==> src/rtl/eb_fifo_if.sv <==
// eb_fifo_if: valid/ready stream bundle carrying one data word per beat.
// The master drives data/valid and the slave drives ready.
interface eb_fifo_if #(
  parameter int W = 8
);
  logic [W-1:0] data;
  logic         valid;
  logic         ready;

  modport master (output data, output valid, input ready);
  modport slave  (input data, input valid, output ready);
endinterface

==> src/rtl/eb_fifo.sv <==
// eb_fifo: parametrised elastic buffer (DEPTH entries) between a valid/ready
// producer (t_0) and consumer (i_0). Full throughput, occupancy on 'level'.
// Optional empty-bypass is enabled by defining EB_FIFO_BYPASS_EN: while the
// buffer is empty, t_0 is presented combinationally on i_0, and a word that
// the consumer takes in that same cycle is never written to storage.
module eb_fifo #(
  parameter int T_0_WIDTH = 8,
  parameter int I_0_WIDTH = 8,
  parameter int DEPTH     = 4
) (
  input  logic                       clk,
  input  logic                       reset_n,
  eb_fifo_if.slave                   t_0,
  eb_fifo_if.master                  i_0,
  output logic [$clog2(DEPTH+1)-1:0] level
);
  // Storage only needs the narrower of the two widths: extra input bits are
  // dropped on truncation and extra output bits are zeros on extension.
  localparam int SW = (T_0_WIDTH < I_0_WIDTH) ? T_0_WIDTH : I_0_WIDTH;
  localparam int PW = $clog2(DEPTH);
  localparam int CW = $clog2(DEPTH + 1);

  logic [SW-1:0]        r_mem [DEPTH];
  logic [PW-1:0]        r_wr_ptr;
  logic [PW-1:0]        r_rd_ptr;
  logic [CW-1:0]        r_count;

  logic                 w_full;
  logic                 w_empty;
  logic                 w_push;
  logic                 w_pop;
  logic                 w_wr;
  logic                 w_rd;
  logic                 w_out_valid;
  logic [SW-1:0]        w_wdata;
  logic [I_0_WIDTH-1:0] w_head_ext;

  assign w_wdata = t_0.data[SW-1:0];
  assign w_full  = (r_count == CW'(DEPTH));
  assign w_empty = (r_count == '0);

  // Ready depends only on the count register, so there is no
  // combinational path from i_0.ready back to t_0.ready.
  assign t_0.ready = ~w_full;
  assign w_push    = t_0.valid & ~w_full;
  assign w_pop     = w_out_valid & i_0.ready;

  // Zero-extend the head entry to the output width.
  always_comb begin
    w_head_ext           = '0;
    w_head_ext[SW-1:0]   = r_mem[r_rd_ptr];
  end

`ifdef EB_FIFO_BYPASS_EN
  logic [I_0_WIDTH-1:0] w_in_ext;

  // Zero-extend the incoming word for the empty-bypass path.
  always_comb begin
    w_in_ext             = '0;
    w_in_ext[SW-1:0]     = w_wdata;
  end

  assign w_out_valid = w_empty ? t_0.valid : 1'b1;
  assign i_0.data    = w_empty ? w_in_ext : w_head_ext;
  // A word consumed in the same cycle it arrives at an empty buffer skips storage.
  assign w_wr        = w_push & ~(w_empty & i_0.ready);
  assign w_rd        = w_pop & ~w_empty;
`else
  assign w_out_valid = ~w_empty;
  assign i_0.data    = w_head_ext;
  assign w_wr        = w_push;
  assign w_rd        = w_pop;
`endif

  assign i_0.valid = w_out_valid;
  assign level     = r_count;

  // Write pointer advances on every stored word, wrapping at DEPTH-1 by compare.
  always_ff @(posedge clk or negedge reset_n) begin
    if (!reset_n) begin
      r_wr_ptr <= '0;
    end else if (w_wr) begin
      r_wr_ptr <= (r_wr_ptr == PW'(DEPTH - 1)) ? '0 : r_wr_ptr + 1'b1;
    end
  end

  // Read pointer advances on every pop from storage, same wrap rule.
  always_ff @(posedge clk or negedge reset_n) begin
    if (!reset_n) begin
      r_rd_ptr <= '0;
    end else if (w_rd) begin
      r_rd_ptr <= (r_rd_ptr == PW'(DEPTH - 1)) ? '0 : r_rd_ptr + 1'b1;
    end
  end

  // Occupancy: +1 on write only, -1 on read only, unchanged otherwise.
  always_ff @(posedge clk or negedge reset_n) begin
    if (!reset_n) begin
      r_count <= '0;
    end else begin
      case ({w_wr, w_rd})
        2'b10:   r_count <= r_count + 1'b1;
        2'b01:   r_count <= r_count - 1'b1;
        default: r_count <= r_count;
      endcase
    end
  end

  // Storage entries clear on reset so the output word reads zero afterwards.
  generate
    for (genvar gi = 0; gi < DEPTH; gi++) begin : g_entry
      // Each entry captures the incoming word when the write pointer selects it.
      always_ff @(posedge clk or negedge reset_n) begin
        if (!reset_n) begin
          r_mem[gi] <= '0;
        end else if (w_wr && (r_wr_ptr == PW'(gi))) begin
          r_mem[gi] <= w_wdata;
        end
      end
    end
  endgenerate
endmodule

==> src/flat_wrapper.sv <==
// flat-port wrapper written by rule: the top's interface ports become plain ports
module eb_fifo_flat 
#(
  parameter int T_0_WIDTH = 8,
  parameter int I_0_WIDTH = 8,
  parameter int DEPTH     = 4
)
  (clk, reset_n, level, t_0_data, t_0_valid, t_0_ready, i_0_data, i_0_valid, i_0_ready);
  eb_fifo_if #(.W(8)) t_0_i ();
  eb_fifo_if #(.W(8)) i_0_i ();
  input  logic clk;
  input  logic reset_n;
  output logic [$clog2(DEPTH+1)-1:0] level;
  input wire logic [$bits(t_0_i.data)-1:0] t_0_data;
  input wire logic [$bits(t_0_i.valid)-1:0] t_0_valid;
  output wire logic [$bits(t_0_i.ready)-1:0] t_0_ready;
  output wire logic [$bits(i_0_i.data)-1:0] i_0_data;
  output wire logic [$bits(i_0_i.valid)-1:0] i_0_valid;
  input wire logic [$bits(i_0_i.ready)-1:0] i_0_ready;
  assign t_0_i.data = t_0_data;
  assign t_0_i.valid = t_0_valid;
  assign t_0_ready = t_0_i.ready;
  assign i_0_data = i_0_i.data;
  assign i_0_valid = i_0_i.valid;
  assign i_0_i.ready = i_0_ready;
  eb_fifo #(.T_0_WIDTH(T_0_WIDTH), .I_0_WIDTH(I_0_WIDTH), .DEPTH(DEPTH)) u_core (.clk(clk), .reset_n(reset_n), .t_0(t_0_i), .i_0(i_0_i), .level(level));
endmodule
==> config.mk <==
export PLATFORM = sky130hd
export DESIGN_NAME = eb_fifo_flat
export DESIGN_NICKNAME = d
export VERILOG_FILES = /design/src/rtl/eb_fifo_if.sv /design/src/rtl/eb_fifo.sv /design/src/flat_wrapper.sv
export SDC_FILE = /design/constraint.sdc
export NUM_CORES = 1
export LEC_CHECK = 0
export CORE_UTILIZATION = 53
export CTS_BUF_LIST = sky130_fd_sc_hd__clkbuf_2 sky130_fd_sc_hd__clkbuf_4 sky130_fd_sc_hd__clkbuf_8
export DETAILED_ROUTE_END_ITERATION = 8
export PLACE_DENSITY = 0.81
export SLEW_MARGIN = 40
export SYNTH_ARGS = -nofsm -noshare
export SYNTH_HDL_FRONTEND = slang
export SYNTH_SLANG_ARGS = --single-unit
export TNS_END_PERCENT = 5
==> constraint.sdc <==
create_clock -name clk -period 2.7 [get_ports clk]
set_clock_uncertainty 0.2 [all_clocks]
set_input_delay 0.54 -clock clk [delete_from_list [all_inputs] [get_ports clk]]
set_output_delay 0.54 -clock clk [all_outputs]
set_load 0.02 [all_outputs]
======== Word level (Yosys, flattened, before mapping) ========
Index checks and enable logic that the tools add are counted.
storage, ports and cells
  register bits after elaboration ......... 39
  memory bits (read-only) ................. 0
  memory bits (writable) .................. 0
  bits in latches ......................... 0
  memories kept ........................... 0
  word-level logic and storage cells ...... 37
operators by class
  $lt $le $gt $ge ......................... 1
  add/subtract/negate cells ............... 4
  $mul .................................... 0
  divide/modulo/power cells ............... 0
  reductions and logical operators ........ 7
  shift operators ......................... 0
  eq/ne operators ......................... 7
  bitwise logic cells ..................... 5
  mux-type cells .......................... 6
operators with widths
  cell                                                                   number
  8-bit binary-select mux with 2-bit select                              1
  8-bit 2-to-1 mux                                                       2
  2-bit equality test, second input constant                             4
  3-bit case mux with 2 select lines                                     1
  2-bit by 1-bit adder with 2-bit output, second input constant          2
  2-bit by 1-bit equality test with 1-bit output, second input constant  2
  1-bit logical AND                                                      4
  2-bit 2-to-1 mux                                                       2
  3-bit by 1-bit adder with 3-bit output, second input constant          1
  3-bit equality test, second input constant                             1
  3-bit greater-or-equal comparator, second input constant               1
  3-bit logical NOT                                                      1
  2-bit NOT with 3-bit output                                            1
  3-bit by 1-bit subtractor with 3-bit output, second input constant     1
  1-bit bitwise AND                                                      2
  2-bit logical NOT                                                      1
  1-bit NOT                                                              2
  2-bit nonzero test                                                     1

======== Logic depth before layout (Yosys ltp) ========
Gate-level depths: netlist of the first run.
  depth in word-level cells ............... 5
  gate-level depth with buffers ........... 9
  gate-level depth less buffers ........... 9

======== Worst setup path after synthesis of the first run ========
Ideal clock, no wire load.
  path type ............................... register -> register
  from .................................... register u_core.r_count[0], in the netlist u_core.level[0]
  to ...................................... register u_core.r_count[2], in the netlist u_core.level[2]
  path slack .............................. 342 ps
  arrival time ............................ 2078 ps
  period minus slack after synthesis ...... 2358 ps
  path buffers ............................ 1
  stages on the path, launching flop included .. 10
  cell sequence ........................... dfrtp_1 -> or3b_1 -> buf_6 -> nand2_1 -> ha_1 -> inv_1 -> fa_1 -> xor2_1 -> nor2_1 -> xor2_1
on the way
  longest elaborated chain between the ends .. 5
ends and longest elaborated chain
  what                                                                                   line                source
  start, declared                                                                        eb_fifo.sv:26       logic [CW-1:0] r_count;
  start signal, assigned                                                                 eb_fifo.sv:102      2'b10: r_count <= r_count + 1'b1;
  start signal, assigned                                                                 eb_fifo.sv:103      2'b01: r_count <= r_count - 1'b1;
  start signal, assigned                                                                 eb_fifo.sv:104      default: r_count <= r_count;
  3-bit equality test *                                                                  eb_fifo.sv:39       assign w_full = (r_count == CW'(DEPTH));
  1-bit NOT *                                                                            n/a
  via t_0_ready                                                                          flat_wrapper.sv:16  output wire logic [$bits(t_0_i.ready)-1:0] t_0_ready;
  1-bit bitwise AND *                                                                    eb_fifo.sv:45       assign w_push = t_0.valid & ~w_full;
  2-bit by 1-bit equality test with 1-bit output or 2-bit equality test (tied branches)  eb_fifo.sv:101      case ({w_wr, w_rd})
  3-bit case mux with 2 select lines or 2-bit nonzero test (tied branches)               n/a
The timed path passes the listed nets; every way through them passes the cells marked *.
A chain may end at the register's enable or synchronous reset.

======== Final worst setup path of the first run ========
  from .................................... register u_core.r_rd_ptr[1]
  to ...................................... output port i_0_data[2]
on the way
  longest elaborated chain between the ends .. 4
ends and longest elaborated chain
  what                                                 line                source
  start, declared                                      eb_fifo.sv:25       logic [PW-1:0] r_rd_ptr;
  start signal, assigned                               eb_fifo.sv:92       r_rd_ptr <= (r_rd_ptr == PW'(DEPTH - 1)) ? '0 : r_rd_ptr + 1'b1;
  2-bit NOT with 3-bit output (not written as such)    eb_fifo.sv:51       w_head_ext[SW-1:0] = r_mem[r_rd_ptr];
  8-bit binary-select mux with 2-bit select            eb_fifo.sv:51
  8-bit 2-to-1 mux (not written as such) (2 in a row)  eb_fifo.sv:51
  end, declared                                        flat_wrapper.sv:17  output wire logic [$bits(i_0_i.data)-1:0] i_0_data;
Every way passes these cells. The select of a mux whose other input is x is not followed.

==> results of run 1 <==
## sequential cells by signal, indices dropped and copies added (netlist names)
| signal | count |
|---|---|
| u_core.level | 3 |
| u_core.r_rd_ptr | 2 |
| u_core.r_mem | 32 |
| u_core.r_wr_ptr | 2 |
## metal layers
layer / vias to the layer above / track usage, % / share of wire [%]
li1: 468 / - / -
met2: 21 / 30.38 / 49
met3: 2 / 6.159 / 3.4
met5: - / 0 / 0
met4: 0 / 5.233 / 0.18
met1: 532 / 27.64 / 48
## synth_stat cells
library cell,count
sky130_fd_sc_hd__and3_4,4
sky130_fd_sc_hd__buf_1,1
sky130_fd_sc_hd__buf_2,1
sky130_fd_sc_hd__buf_6,5
sky130_fd_sc_hd__dfrtp_1,39
sky130_fd_sc_hd__fa_1,1
sky130_fd_sc_hd__ha_1,6
sky130_fd_sc_hd__inv_1,6
sky130_fd_sc_hd__mux2_2,4
sky130_fd_sc_hd__mux2_4,32
sky130_fd_sc_hd__mux2i_1,1
sky130_fd_sc_hd__mux4_2,8
sky130_fd_sc_hd__nand2_1,2
sky130_fd_sc_hd__nor2_1,3
sky130_fd_sc_hd__or3_2,1
sky130_fd_sc_hd__or3b_1,1
sky130_fd_sc_hd__xnor2_1,1
sky130_fd_sc_hd__xor2_1,2
## what timing repair did
item                       4_1_cts  5_1_grt
gates resized for setup          7        0
setup buffers                    0        3
setup endpoints to repair        8        2
hold buffers                     0        0
pin swaps                        0        0
## area by class of cell
| cell class | count | area, µm² |
|---|---|---|
| flip-flops and latches | 39 | 977.2 |
| clock buffers | 6 | 82.58 |
| fillers | 267 | 1116 |
| inverters | 6 | 22.52 |
| clock inverters | 2 | 35.03 |
| multi-input cells | 66 | 917.1 |
| well taps | 46 | 57.56 |
| repair buffers | 28 | 260.3 |
## report_power, final
group | total, mW | internal, mW | switching (mW) | leakage, nW
registers | 1.12 | 0.892 | 0.227 | 0.461
logic | 1.60 | 0.977 | 0.619 | 0.552
clock network | 0.499 | 0.299 | 0.200 | 0.0612
## how the worst max path moves through the flow
stage	slack, ns	cells after the start	endpoint	start
3_3_place_gp	0.15	2	i_0_data[1]	u_core.r_rd_ptr[0]
5_1_grt	0.06	2	i_0_data[2]	u_core.r_rd_ptr[1]
4_1_cts	0.007	2	i_0_data[7]	u_core.r_rd_ptr[0]
3_5_place_dp	0.12	2	i_0_data[5]	u_core.r_rd_ptr[0]
6_report	0.14	2	i_0_data[2]	u_core.r_rd_ptr[1]
2_1_floorplan	0.34	9	u_core.level[2]	u_core.level[0]
## cells by family (layout without fill, tap and decap cells)
kind of cell	count (synthesis)	after routing	share of synthesized area [%]
XOR/XNOR	3	3	1.327
adder cells (fa/ha/maj)	7	7	4.801
buffers and inverters	13	42	4.421
flip-flops	39	39	49.27
multiplexers	45	45	36.13
AND/OR/NAND/NOR	11	11	4.043
==> flow_summary.toml, run 1 <==
[global_routing]
grt_pass1_vias = 1120
groute.usage.overall_pct = 19.91
grt_start_max_net_pins = 40
initial_antenna_violation_count = 0
grt-ovfl-total = 0
grt_first_pass_wirelength_um = 5851

[status]
run_status = "complete, no violations"

[min_path]
timing.hold.worst.class = "input port to asynchronous set/reset pin"

[timing]
timing.fmax_ghz = 0.3899
maxSlewViolCount = 0
setup_repair_after_global_routing_missed_its_margin = "no"
setup_viol = 0
setup_ws_ns = 0.1353
fin_tns_setup_ns = 0
slew_headroom_pct = 66.56
timing.final.crit_period_ns = 2.565
period_share_pct = 94.99
finalHoldViolCount = 0
fin_worst_hold_slack_ns = 0.01361
worst-slew-pin-transition_ns = 0.5016

[placed_design]
gp_congestion = 0.7091
place_ws_ns = 0.1229
post_dp_cell_area_um2 = 2216
detailed_place_hpwl_um = 2265
io_buffer_count = 24
place_inst = 182

[clock_tree]
worst_skew_pair.late_latency_ns = 0.29
clock_sink_count = 39
cts.path.max_buffers = 2
cts_tree = "done"
cts_root_buf = "sky130_fd_sc_hd__clkbuf_8"
cts_inserted_buffers = 5
cts_htree_levels = 2
clkTransAtPathRegs_ns = 0.08

[floorplan]
die_width_um = 63.13
die_y_um = 63.13
floorplan.die_area_um2 = 3985
initial_utilization_pct = 57.11
std_cell_rows = 21
ios = 25
core_area_um2 = 3468

[route]
drtPass1Iterations = 4
post_drt_wl_per_cell_um = 17.72
routed_wl_um = 3420
drtAntennaViolNets = 0
detail_route.drc_violations = 0
via_count = 1023
routed_via_density = 5.301
detail_route.iter0.violations = 74

[critical_path]
worst_setup_path_end_kind = "primary output"
critPathRequiredTime_ns = 1.96
worst_path_dominant_cell_family = "flip-flops"
timing.critical_path.slowest_cell_delay_ns = 0.62
r2r_cells = 8
cell_chain_critical_path = "mux4_2, clkdlybuf4s50_1"
setup_crit_start_kind = "flip-flop"
worst-path-max-fanout = 10
timing.reg2reg.setup_slack_ns = 0.31
slowest_stage = "sky130_fd_sc_hd__dfrtp_1"
worstPathArrival_ns = 1.82
timing.rr.end = "u_core.level[2]"
crit_buf_inv = 1
worst-setup-path-type = "flip-flop to primary output"
r2r_start = "u_core.level[1]"

[synth]
synth_top_cell_by_area = "sky130_fd_sc_hd__dfrtp_1"
netlist.area_leader.share_pct = 49.27
ys.warnings.count = 0
syn_area_um2 = 1981
number_of_library_cell_types_mapped_by_synthesis = 18
post_synth_main_area_contributors = "sky130_fd_sc_hd__dfrtp_1 (49%), sky130_fd_sc_hd__mux2_4 (24%), sky130_fd_sc_hd__mux4_2 (9.1%)"
postSynthAreaPerCell_um2 = 16.79
syn_nets = 137
ys_seq_elements = 39
yosysSeqAreaShare_pct = 49.27
syn-instance-count = 118

[cells_and_area]
layout.cells.most_common_list = "sky130_fd_sc_hd__dfrtp_1 (38), sky130_fd_sc_hd__mux2_4 (32), sky130_fd_sc_hd__clkdlybuf4s50_1 (17), sky130_fd_sc_hd__mux4_2 (8)"
areaGrowthSynthToFinish_pct = 18.76
layout.cells.most_common = "sky130_fd_sc_hd__dfrtp_1"
final_cell_count_no_fill = 193
insertedDiodeCount = 0
drive_gt1_share_pct = 42.86
final_util_pct = 67.82
postLayoutCellArea_um2 = 2352
final_net_count = 165

[pwr]
power.density_cell_area_nw_per_um2 = 1366
worst_ir_drop_vdd_mv = 0.6832
finalPower_mw = 3.214
total_leakage_power_nw = 1.074

[job]
max_cap_violations = 0
Power figures use the tool's default switching activity.
==> run 2: changes to the inputs <==
--- a/config.mk
+++ b/config.mk
@@ -8,7 +8,8 @@
 export CORE_UTILIZATION = 53
 export CTS_BUF_LIST = sky130_fd_sc_hd__clkbuf_2 sky130_fd_sc_hd__clkbuf_4 sky130_fd_sc_hd__clkbuf_8
 export DETAILED_ROUTE_END_ITERATION = 8
-export PLACE_DENSITY = 0.81
+export MAX_ROUTING_LAYER = met4
+export PLACE_DENSITY = 0.77
 export SLEW_MARGIN = 40
 export SYNTH_ARGS = -nofsm -noshare
 export SYNTH_HDL_FRONTEND = slang
==> run 2 against run 1 <==
  * Sequential share of layout area is 0.12 points lower
  * Die area unchanged
  * Non-clock buffer count is the same
  * Clock power down 4.8%
  * Critical endpoint is now i_0_data[7]
  * Fmax decreased by 2.1%
  * Register-to-register slack hardly changed
  * Highest routed layer unchanged
  * Sequential power is essentially flat
  * Combinational power rose by 4%
  * Via count unchanged
  * Global-route usage up 1.0 points
==> flow_summary.toml, run 2 (synthesized netlist as in run 1, its figures left out) <==
[status]
run_status = "complete, no violations"

[job]
max_cap_violations = 0

[global_routing]
grt_pass1_vias = 1143
grt-busiest-layer = "met2"
grt-ovfl-total = 0
grt_util_met1_pct = 25.21
grt_start_max_net_pins = 40
groute.usage.overall_pct = 20.93
groute.layer.met2.usage_pct = 33.47
global_routing_usage_on_met3_pct = 5.797
grt_first_pass_wirelength_um = 5913
initial_antenna_violation_count = 0

[placed_design]
io_buffer_count = 24
detailed_place_hpwl_um = 2381
post_dp_cell_area_um2 = 2243
gp_congestion = 0.7425
place_inst = 185

[critical_path]
worst_setup_path_end_kind = "primary output"
setup_crit_start_kind = "flip-flop"
critPathRequiredTime_ns = 1.96
worst-path-max-fanout = 4
worst-setup-path-type = "flip-flop to primary output"
timing.reg2reg.setup_slack_ns = 0.31
worstPathArrival_ns = 1.88

[cells_and_area]
largest_reg_flops = 32
postLayoutCellArea_um2 = 2356
final_net_count = 165
final_cell_count_no_fill = 193
largest_register = "u_core.r_mem"
seq_area_um2 = 975.9
fillCellCount = 265
areaGrowthSynthToFinish_pct = 18.95
layout.cells.most_common_list = "sky130_fd_sc_hd__dfrtp_1 (39), sky130_fd_sc_hd__mux2_4 (32), sky130_fd_sc_hd__clkdlybuf4s50_1 (24), sky130_fd_sc_hd__mux4_2 (8)"
multi_input_area_um2 = 917.1
drive_gt1_share_pct = 41.50
layout.cells.most_common = "sky130_fd_sc_hd__dfrtp_1"
insertedDiodeCount = 0
final_util_pct = 67.93

[clock_tree]
post_cts_resized = 0
clkTransAtPathRegs_ns = 0.07
cts_inserted_buffers = 5
ctsHoldBuffers = 0
cts.path.max_buffers = 2
cts_htree_levels = 2
cts_tree = "done"
worst_skew_pair.late_latency_ns = 0.28
cts_root_buf = "sky130_fd_sc_hd__clkbuf_8"
post_cts_setup_bufs = 0
clock_sink_count = 39

[route]
detail_route.iter0.violations = 45
drtAntennaViolNets = 0
routed_wl_um = 3434
drtPass1Iterations = 4
post_drt_wl_per_cell_um = 17.79
routed_via_density = 5.301
via_count = 1023
detail_route.drc_violations = 0

[timing]
worst-slew-pin-transition_ns = 0.4850
setup_repair_after_global_routing_missed_its_margin = "no"
timing.fmax_ghz = 0.3816
maxSlewViolCount = 0
period_share_pct = 97.07
fin_tns_setup_ns = 0
timing.final.crit_period_ns = 2.621
finalHoldViolCount = 0
slew_headroom_pct = 67.67
setup_viol = 0

[floorplan]
die_y_um = 63.13
core_area_um2 = 3468
initial_utilization_pct = 57.11
die_width_um = 63.13
floorplan.die_area_um2 = 3985
ios = 25
std_cell_rows = 21

[pwr]
worst_ir_drop_vdd_mv = 0.5871
finalPower_mw = 3.257
power.density_cell_area_nw_per_um2 = 1382
total_leakage_power_nw = 1.061

[min_path]
timing.hold.worst.class = "flip-flop to flip-flop"
[run 2: per-layer routing]
metal | up-vias | part of all wire, %
met5 | - | 0
met3 | 2 | 2.8
li1 | 470 | -
met4 | 0 | 0.84
met1 | 534 | 45
met2 | 17 | 52
[run 2: power by group]
group	leakage, nW	switching, mW	internal, mW
clock network	0.0581	0.200	0.275
registers	0.462	0.229	0.891
logic	0.541	0.627	1.04
[run 2: final timing paths]
kind,to,cells past startpoint,from
min in group asynchronous,u_core.r_mem[12],2,reset_n
hold / removal,u_core.r_mem[9],1,u_core.r_mem[9]
hold reg to reg,u_core.r_mem[9],1,u_core.r_mem[9]
setup reg to reg,u_core.level[2],8,u_core.level[0]
setup / recovery,i_0_data[7],3,u_core.r_rd_ptr[0]
max in group asynchronous,u_core.r_mem[29],2,reset_n
[run 2: cell type report]
class / instances / share of cell area (%)
timing repair buffer: 28 / 11.47
sequential: 39 / 41.42
clock inverter: 3 / 1.859
inverter: 6 / 0.9559
clock buffer: 5 / 2.921
multi-input combinational: 66 / 38.93
tap: 46 / 2.443
[run 2: worst max-delay path: stages (launching register included)]
cell,delay [ns]
sky130_fd_sc_hd__dfrtp_1,0.38
sky130_fd_sc_hd__buf_4,0.17
sky130_fd_sc_hd__mux4_2,0.50
sky130_fd_sc_hd__clkdlybuf4s50_1,0.55
[run 2: metrics by stage]
stage	setup WS (ns)	hold slack (ns)
2_1_floorplan	0.3420	0.04441
3_3_place_gp	0.2538	0.2897
3_5_place_dp	0.1682	0.2913
4_1_cts	0.06379	0.3160
5_1_grt	0.005430	0.3309
6_report	0.07924	0.3150
